<file path="config.mk">
export PLATFORM = sky130hd
export DESIGN_NAME = sdram_resp_bank
export DESIGN_NICKNAME = d
export VERILOG_FILES = /design/src/rtl/sdram_resp_model.sv
export SDC_FILE = /design/constraint.sdc
export NUM_CORES = 1
export LEC_CHECK = 0
export ABC_AREA = 1
export BUFFER_PORTS_ARGS = -buffer_cell sky130_fd_sc_hd__buf_2
export CAP_MARGIN = 0
export CORE_AREA = 2 2 39 41
export DETAILED_ROUTE_END_ITERATION = 10
export DIE_AREA = 0 0 41 43
export PLACE_DENSITY = 0.52
export SETUP_SLACK_MARGIN = 0.5
export SLEW_MARGIN = 40
export SYNTH_ARGS = -nofsm -noshare
export SYNTH_HDL_FRONTEND = slang
export SYNTH_SLANG_ARGS = --single-unit
export TNS_END_PERCENT = 50
</file>
<file path="constraint.sdc">
create_clock -name clk -period 0.8 [get_ports clk]
set_input_delay 0.04 -clock clk [delete_from_list [all_inputs] [get_ports clk]]
set_output_delay 0.04 -clock clk [all_outputs]
set_load 0.01 [all_outputs]
</file>
<file path="src/rtl/sdram_resp_model.sv">
// sdram_resp_model
//   Target-side SDRAM responder used in place of the external chip. Decodes
//   the RAS/CAS/WE/CS command each enabled clock, tracks the open row and
//   ACT->RD/WR spacing per bank, stores written words in a reduced array,
//   returns read data CL edges after the READ edge, and latches the first
//   protocol violation.
//   clk, rst_n : controller clock, async active-low reset
//   bus        : command/address/dqm in, protocol_err/err_code/rd_valid out
//   sdram_dq   : data bus, driven only while rd_valid is high

// One bank: open flag, open row and ACT->RD/WR spacing counter.
module sdram_resp_bank #(
  parameter int ROW_BITS = 4,
  parameter int TRCD     = 2,
  parameter int TW       = 1
) (
  input  logic                clk,
  input  logic                rst_n,
  input  logic                en,
  input  logic                act,
  input  logic                pre,
  input  logic [ROW_BITS-1:0] act_row,
  output logic                open,
  output logic [ROW_BITS-1:0] row,
  output logic                busy
);
  logic [TW-1:0] cnt;

  assign busy = (cnt != '0);

  always_ff @(posedge clk or negedge rst_n) begin
    if (!rst_n) begin
      open <= 1'b0;
      row  <= '0;
      cnt  <= '0;
    end else if (en) begin
      if (act) begin
        // ACT to an open bank simply replaces the row
        open <= 1'b1;
        row  <= act_row;
        cnt  <= TW'(TRCD - 1);
      end else begin
        if (pre) open <= 1'b0;
        if (cnt != '0) cnt <= cnt - 1'b1;
      end
    end
  end
endmodule

</file>
# After elaboration in Yosys (flattened, before gate mapping)
# Index checks and enable logic that the tools add are counted.
[word_totals]
register_bits = 6
latch_bits = 0
mem_bits_rw = 0
romBits = 0
input_bits = 9
output_inout_bits = 6
elab_cells = 11
memories = 0
[classes]
addsub = 1
n_mul = 0
div = 0
n_lt_le_gt_ge = 0
n_eq_ne = 0
n_shift = 0
muxes = 4
bitwise_logic = 0
reduce_logical = 3
[ops]
columns = ["op", "count"]
rows = [
  ["$mux W1", 4],
  ["$reduce_and A2 Y1", 2],
  ["$reduce_bool A2 Y1", 1],
  ["$sub A1 B1 Y1 const B", 1],
]

# Logic depth before layout (Yosys ltp)
# Gate-level depths: netlist of run 1.
[depth]
word_depth = 3
depth_mapped = 3
mapped_depth_nobuf = 3

# Worst setup path before layout of run 1
# No wires, ideal clock.
[synth_timing]
kind = "reg-to-reg"
start = "register cnt (netlist: busy)"
end = "register cnt (netlist: busy)"
setup_time_ns = 0.128
arrival_ns = 0.496
required_ns = 0.672
slack_ns = 0.176
stages_incl_launch_ff = 3
n_path_buf = 0
synth_period_minus_slack_ns = 0.624
path_cell_list = "dfrtp_1 inv_1 o21ai_0"
[synth_between]
elab_chain_cells = 3
[synth_lines]
columns = ["element", "line_no", "rtl"]
rows = [
  ["from (decl)", "27", "logic [TW-1:0] cnt;"],
  ["from (signal assigned)", "41", "cnt <= TW'(TRCD - 1);"],
  ["from (signal assigned)", "44", "if (cnt != '0) cnt <= cnt - 1'b1;"],
  ["$sub A1 B1 Y1", "44", ""],
  ["$mux W1 *", "44", ""],
  ["$mux W1 *", "37", "if (act) begin"],
]
# Every way passes the cells marked *; elsewhere a longest branch is shown, timed or not.
# A chain may end at the register's enable or synchronous reset.

# Final worst setup path of run 1
[layout_timing]
start = "register row[2]"
end = "output row[2]"
[layout_rtl]
columns = ["element", "line_no", "rtl"]
rows = [
  ["from (decl)", "24", "output logic [ROW_BITS-1:0] row,"],
  ["from (signal assigned)", "40", "row <= act_row;"],
]
# No word-level cell between the ends.

==> metrics.yaml, run 1 <==
grt_overflow: 0
syn-instance-count: 24
die_w_um: 41
switching_share: 0.256
fin_hold_ws_ps: -383
async_flop_share: 1.00
tightestPinTransition_ps: 147
die-area_mm2: 0.00176
cts_tree: "done"
clk_latency_ps: 240
finish.net_count: 56
grt_pass1_vias: 213
path_delay_family: "flip-flops"
leakage_nw: 0.215
synth_edf_count: 0
clockBufferDepth: 2
synthTopCellsByCount: "nand2_1 (11), dfrtp_1 (6), nand3_1 (4)"
track_usage: 0.0768
criticalPathCategory: "flop to output port"
failed_checks: "hold timing"
required_ps: 760
die_h_um: 43
worstPathArrival_ps: 750
seqPwrFrac: 0.445
utilization: 0.270
ys_types: 6
path_cells: "buf_2"
cp_slowest_cell: "dfrtp_1"
wl_um: 563
pin_count: 15
clkPwrFrac: 0.347
clock-root-buffer: "clkbuf_4"
max_cap_violations: 0
initial_core_util: 0.164
drc: 0
cts_htree_levels: 1
slew_viol_final: 0
rsz0062_at_grt: "yes"
fillerInstances: 151
internal_power_mw: 0.595
synth_most_common_cell: "nand2_1"
yosysWarningCount: 0
core-area_mm2: 0.00138
syn_nets: 33
diodes: 0
syn_area_um2: 226
fmax_mhz: 1260
synth-seq-cells: 6
critical_path.startpoint_type: "flop"
synth_top_cell_by_area: "dfrtp_1"
grt_pass1_wl_um: 855
drive_gt1_frac: 0.556
grt_max_degree: 8
firstDrtPassIters: 4
finClkSkew_ps: 0
rows: 14
synth_top_area_frac: 0.663
synth-seq-area-share: 0.663
vdd.ir_drop.worst_mv: 1.15
cts_buffers: 3
path_max_fanout: 2
synth_area_per_cell_um2: 9.44
relSlewSlack: 0.902
antenna_found_initial: 0
vias_per_cell: 3.69
pwr-share-comb: 0.208
tns_ps: 0
syn2layout_area_growth_pct: 65.2
vias: 225
clk_pin_slew_ps: 50
cts.sinks: 6
hold_class: "primary input to asynchronous set/reset pin"
endpoint_kind: "output port"
period_share: 0.990
drt_iter0_markers: 4
ant_nets: 0
setup_viol: 0
path_buf_inv: 1
post-route-min-period_ps: 792
synthTopCellsByArea: "dfrtp_1 (66%), nand2_1 (18%), nand3_1 (8.8%)"
wl_per_cell_um: 9.23
total_power_mw: 0.799
status: "finished with violations"
ys.flop_type: "dfrtp_1"
cellPowerDensity_mw_per_mm2: 2130
finalHoldViolations: 6
globalplace.congestion: 0.651
io_buffers: 14
switching_power_mw: 0.204
cp_slowest_stage_delay_ps: 370
-- layout make-up --
class                           count  area, µm²  area share
Inverter                            1       3.75      0.0100
Tap cell                           16       20.0      0.0535
Clock buffer                        3       22.5      0.0602
Timing Repair Buffer               18        100       0.268
Sequential cell                     6        150       0.401
Multi-Input combinational cell     17       77.6       0.207
-- through the flow --
stage,cell area [µm²],hold WS [ps],worst slack (ps),cells
2_1_floorplan,226,-256,184,24
4_1_cts,347,-385,-1.42,58
3_3_place_gp,317,-128,224,54
5_1_grt,374,-386,-30.2,61
6_report,374,-383,7.82,61
3_5_place_dp,317,-125,217,54
-- worst reg2reg max path, delay by kind of cell, from the launching register on --
| kind | cells | cell delay, ps |
|---|---|---|
| flip-flops | 1 | 370 |
| AND/OR/NAND/NOR | 2 | 90 |
| buffers and inverters | 1 | 130 |
-- registers in the layout, indices dropped and copies added (netlist names) --
register  flops
row           4
busy          1
open          1
-- cells in the final DEF, fill, tap and decap left out, drive strengths merged --
cell type,count
clkbuf,3
o21ai,1
buf,18
inv,1
nand2,12
dfrtp,6
nand3,4
-- kinds of logic after synthesis --
family	share of synthesized area
AOI/OAI and AO/OA	0.0221
buffers and inverters	0.0166
DFF	0.663
and+or+nand+nor	0.298
-- final timing paths --
path,startpoint,endpoint,slack [ps],depth (start not counted)
setup / recovery,row[2],row[2],8,1
hold / removal,rst_n,row[0],-380,1
setup reg to reg,row[2],row[2],90,3
hold reg to reg,open,open,460,2
max in group asynchronous,rst_n,busy,1040,1
min in group clk,act_row[2],row[2],30,3
-- routing by layer --
metal,track usage,part of all wire,up-vias
met3,0.0785,0.098,0
met5,0,0,-
met4,0,0,0
met1,0.0984,0.50,95
met2,0.0969,0.40,11
li1,-,-,119
-- power groups by stage --
stage / combinational [mW] / sequential, mW / clock, mW
detailed placement: 0.128 / 0.361 / 0
global placement: 0.127 / 0.360 / 0
CTS: 0.138 / 0.356 / 0.290
global route: 0.187 / 0.358 / 0.312
finish: 0.167 / 0.355 / 0.277
floorplan: 0.0340 / 0.380 / 0
-- repair_timing --
| item | in CTS | in global routing |
|---|---|---|
| gates resized for setup | 0 | 3 |
| endpoints found under the hold margin | 6 | 6 |
| setup buffers | 1 | 3 |
| pin swaps | 5 | 5 |
| setup endpoints to repair | 12 | 12 |
Power figures use the tool's default switching activity.
==> run 2, diff against run 1 <==
Settings changed: CTS_BUF_LIST set to sky130_fd_sc_hd__clkbuf_16.
==> metrics.yaml, run 2 (synthesis gave the netlist of run 1 again) <==
diodes: 0  # unchanged
drive_gt1_frac: 0.489  # -0.0667
period_share: 0.967  # -0.0228
cts_htree_levels: 1  # unchanged
fin_hold_ws_ps: -367  # +16.0 ps
path_cells: "buf_2"
r2r_slack_ps: 100  # about the same
wl_per_cell_um: 9.38  # +1.6%
endpoint_kind: "output port"
vdd.ir_drop.worst_mv: 1.95  # +69%
drt_iter0_markers: 3  # -1
largest_reg_flops: 4  # unchanged
grt_max_degree: 8  # unchanged
die_w_um: 41  # unchanged
grt_overflow: 0  # unchanged
fmax_mhz: 1290  # +2.4%
clkPwrFrac: 0.611  # +0.264
clk_latency_ps: 230  # about the same
syn2layout_area_growth_pct: 86.2
tns_ps: 0  # unchanged
top_register: "row"
cp_slowest_cell: "dfrtp_1"
cts_buffers: 3  # unchanged
utilization: 0.305  # +0.0344
drc: 0  # unchanged
io_buffers: 14  # unchanged
antenna_found_initial: 0  # unchanged
vias: 230  # +2.2%
internal_power_mw: 1.06  # +79%
tightestPinTransition_ps: 145  # -2.65 ps
r2r-start: "row[2]"
critPathLaunch: "row[2]"
slew_viol_final: 0  # unchanged
rr_worst_depth: 3  # unchanged
grt_pass1_wl_um: 897  # +4.9%
wl_um: 572  # +1.6%
initial_core_util: 0.164  # unchanged
multi_input_area_um2: 72.6  # -6.5%
cts.sinks: 6  # unchanged
path_max_fanout: 2  # unchanged
die_h_um: 43  # unchanged
seqPwrFrac: 0.269  # -0.176
firstDrtPassIters: 2  # -2
critical_path.startpoint_type: "flop"
status: "finished with violations"
finClkSkew_ps: 0  # unchanged
crit_cells: 1  # unchanged
finish.net_count: 56  # unchanged
die-area_mm2: 0.00176  # unchanged
switching_share: 0.196  # -0.0593
path_buf_inv: 1  # unchanged
post-route-min-period_ps: 774  # -18.2 ps
final_cell_mix: "buf_2 (14), nand2_1 (11), dfrtp_1 (6)"
setup_viol: 0  # unchanged
vias_per_cell: 3.77  # +2.2%
max_cap_violations: 0  # unchanged
pin_count: 15  # unchanged
relSlewSlack: 0.904  # +0.00177
track_usage: 0.0827  # +0.00598
leakage_nw: 0.238  # +11%
globalplace.congestion: 0.651  # unchanged
final-seq-area_um2: 150  # unchanged
clock-root-buffer: "clkbuf_16"
required_ps: 760  # about the same
worstPathArrival_ps: 730  # -20 ps
rows: 14  # unchanged
grt_pass1_vias: 220  # +3.3%
clk_pin_slew_ps: 30  # -20 ps
ant_nets: 0  # unchanged
path_delay_family: "flip-flops"
fillerInstances: 151  # unchanged
rsz0062_at_grt: "yes"
finalHoldViolations: 6  # unchanged
cellPowerDensity_mw_per_mm2: 3140  # +47%
hold_class: "primary input to asynchronous set/reset pin"
r2r_end: "row[2]"
cts_tree: "done"
pwr-share-comb: 0.120  # -0.088
core-area_mm2: 0.00138  # unchanged
cp_slowest_stage_delay_ps: 370  # about the same
criticalPathCategory: "flop to output port"
failed_checks: "hold timing"
layout.cells.most_common: "buf_2"
switching_power_mw: 0.260  # +27%
clockBufferDepth: 2  # unchanged
endpoint: "row[2]"
[run 2: cell counts in the layout (fill, tap and decap cells not counted)]
Identical to the previous run, type by type.
[run 2: per-stage QoR]
| step | hold WS (ps) | cells | worst slack (ps) | total power, mW | cell area (µm²) |
|---|---|---|---|---|---|
| after floorplan | -256 | 24 | 184 | 0.414 | 226 |
| after global placement | -128 | 54 | 224 | 0.487 | 317 |
| after detailed placement | -125 | 54 | 217 | 0.489 | 317 |
| after CTS | -364 | 58 | 20.6 | 1.32 | 399 |
| after global routing | -354 | 61 | 0.706 | 1.38 | 422 |
| final | -367 | 61 | 26.0 | 1.32 | 422 |
[run 2: cell type report]
type / count / share of cell area
clock buffers: 3 / 0.178
inverters: 1 / 0.00890
multi-input cells: 17 / 0.172
flip-flops and latches: 6 / 0.356
well taps: 16 / 0.0475
repair buffers: 18 / 0.237
[run 2: power groups by stage]
stage / combinational, mW / sequential, mW / clock, mW
3_3_place_gp: 0.127 / 0.360 / 0
2_1_floorplan: 0.0340 / 0.380 / 0
6_report: 0.159 / 0.357 / 0.809
3_5_place_dp: 0.128 / 0.361 / 0
5_1_grt: 0.179 / 0.360 / 0.844
4_1_cts: 0.138 / 0.357 / 0.826
[run 2: what timing repair did]
action / 4_1_cts / 5_1_grt
gates resized for setup: 0 / 0
setup buffers: 1 / 3
hold endpoints to repair: 6 / 6
endpoints found under the setup margin: 12 / 12
[run 2: worst min path at each step]
stage          cells after the start     end  start
2_1_floorplan                      0    busy  rst_n
3_3_place_gp                       1    open  rst_n
3_5_place_dp                       1    open  rst_n
4_1_cts                            1  row[1]  rst_n
5_1_grt                            1  row[1]  rst_n
6_report                           1    open  rst_n
[run 2: metal layers]
metal / vias to the layer above / share of wire / GRT usage / wire [µm]
met1: 97 / 0.44 / 0.0948 / 254
met4: 0 / 0 / 0.0200 / 0
li1: 120 / - / - / -
met5: - / 0 / 0 / 0
met3: 0 / 0.12 / 0.0785 / 71
met2: 13 / 0.43 / 0.109 / 246
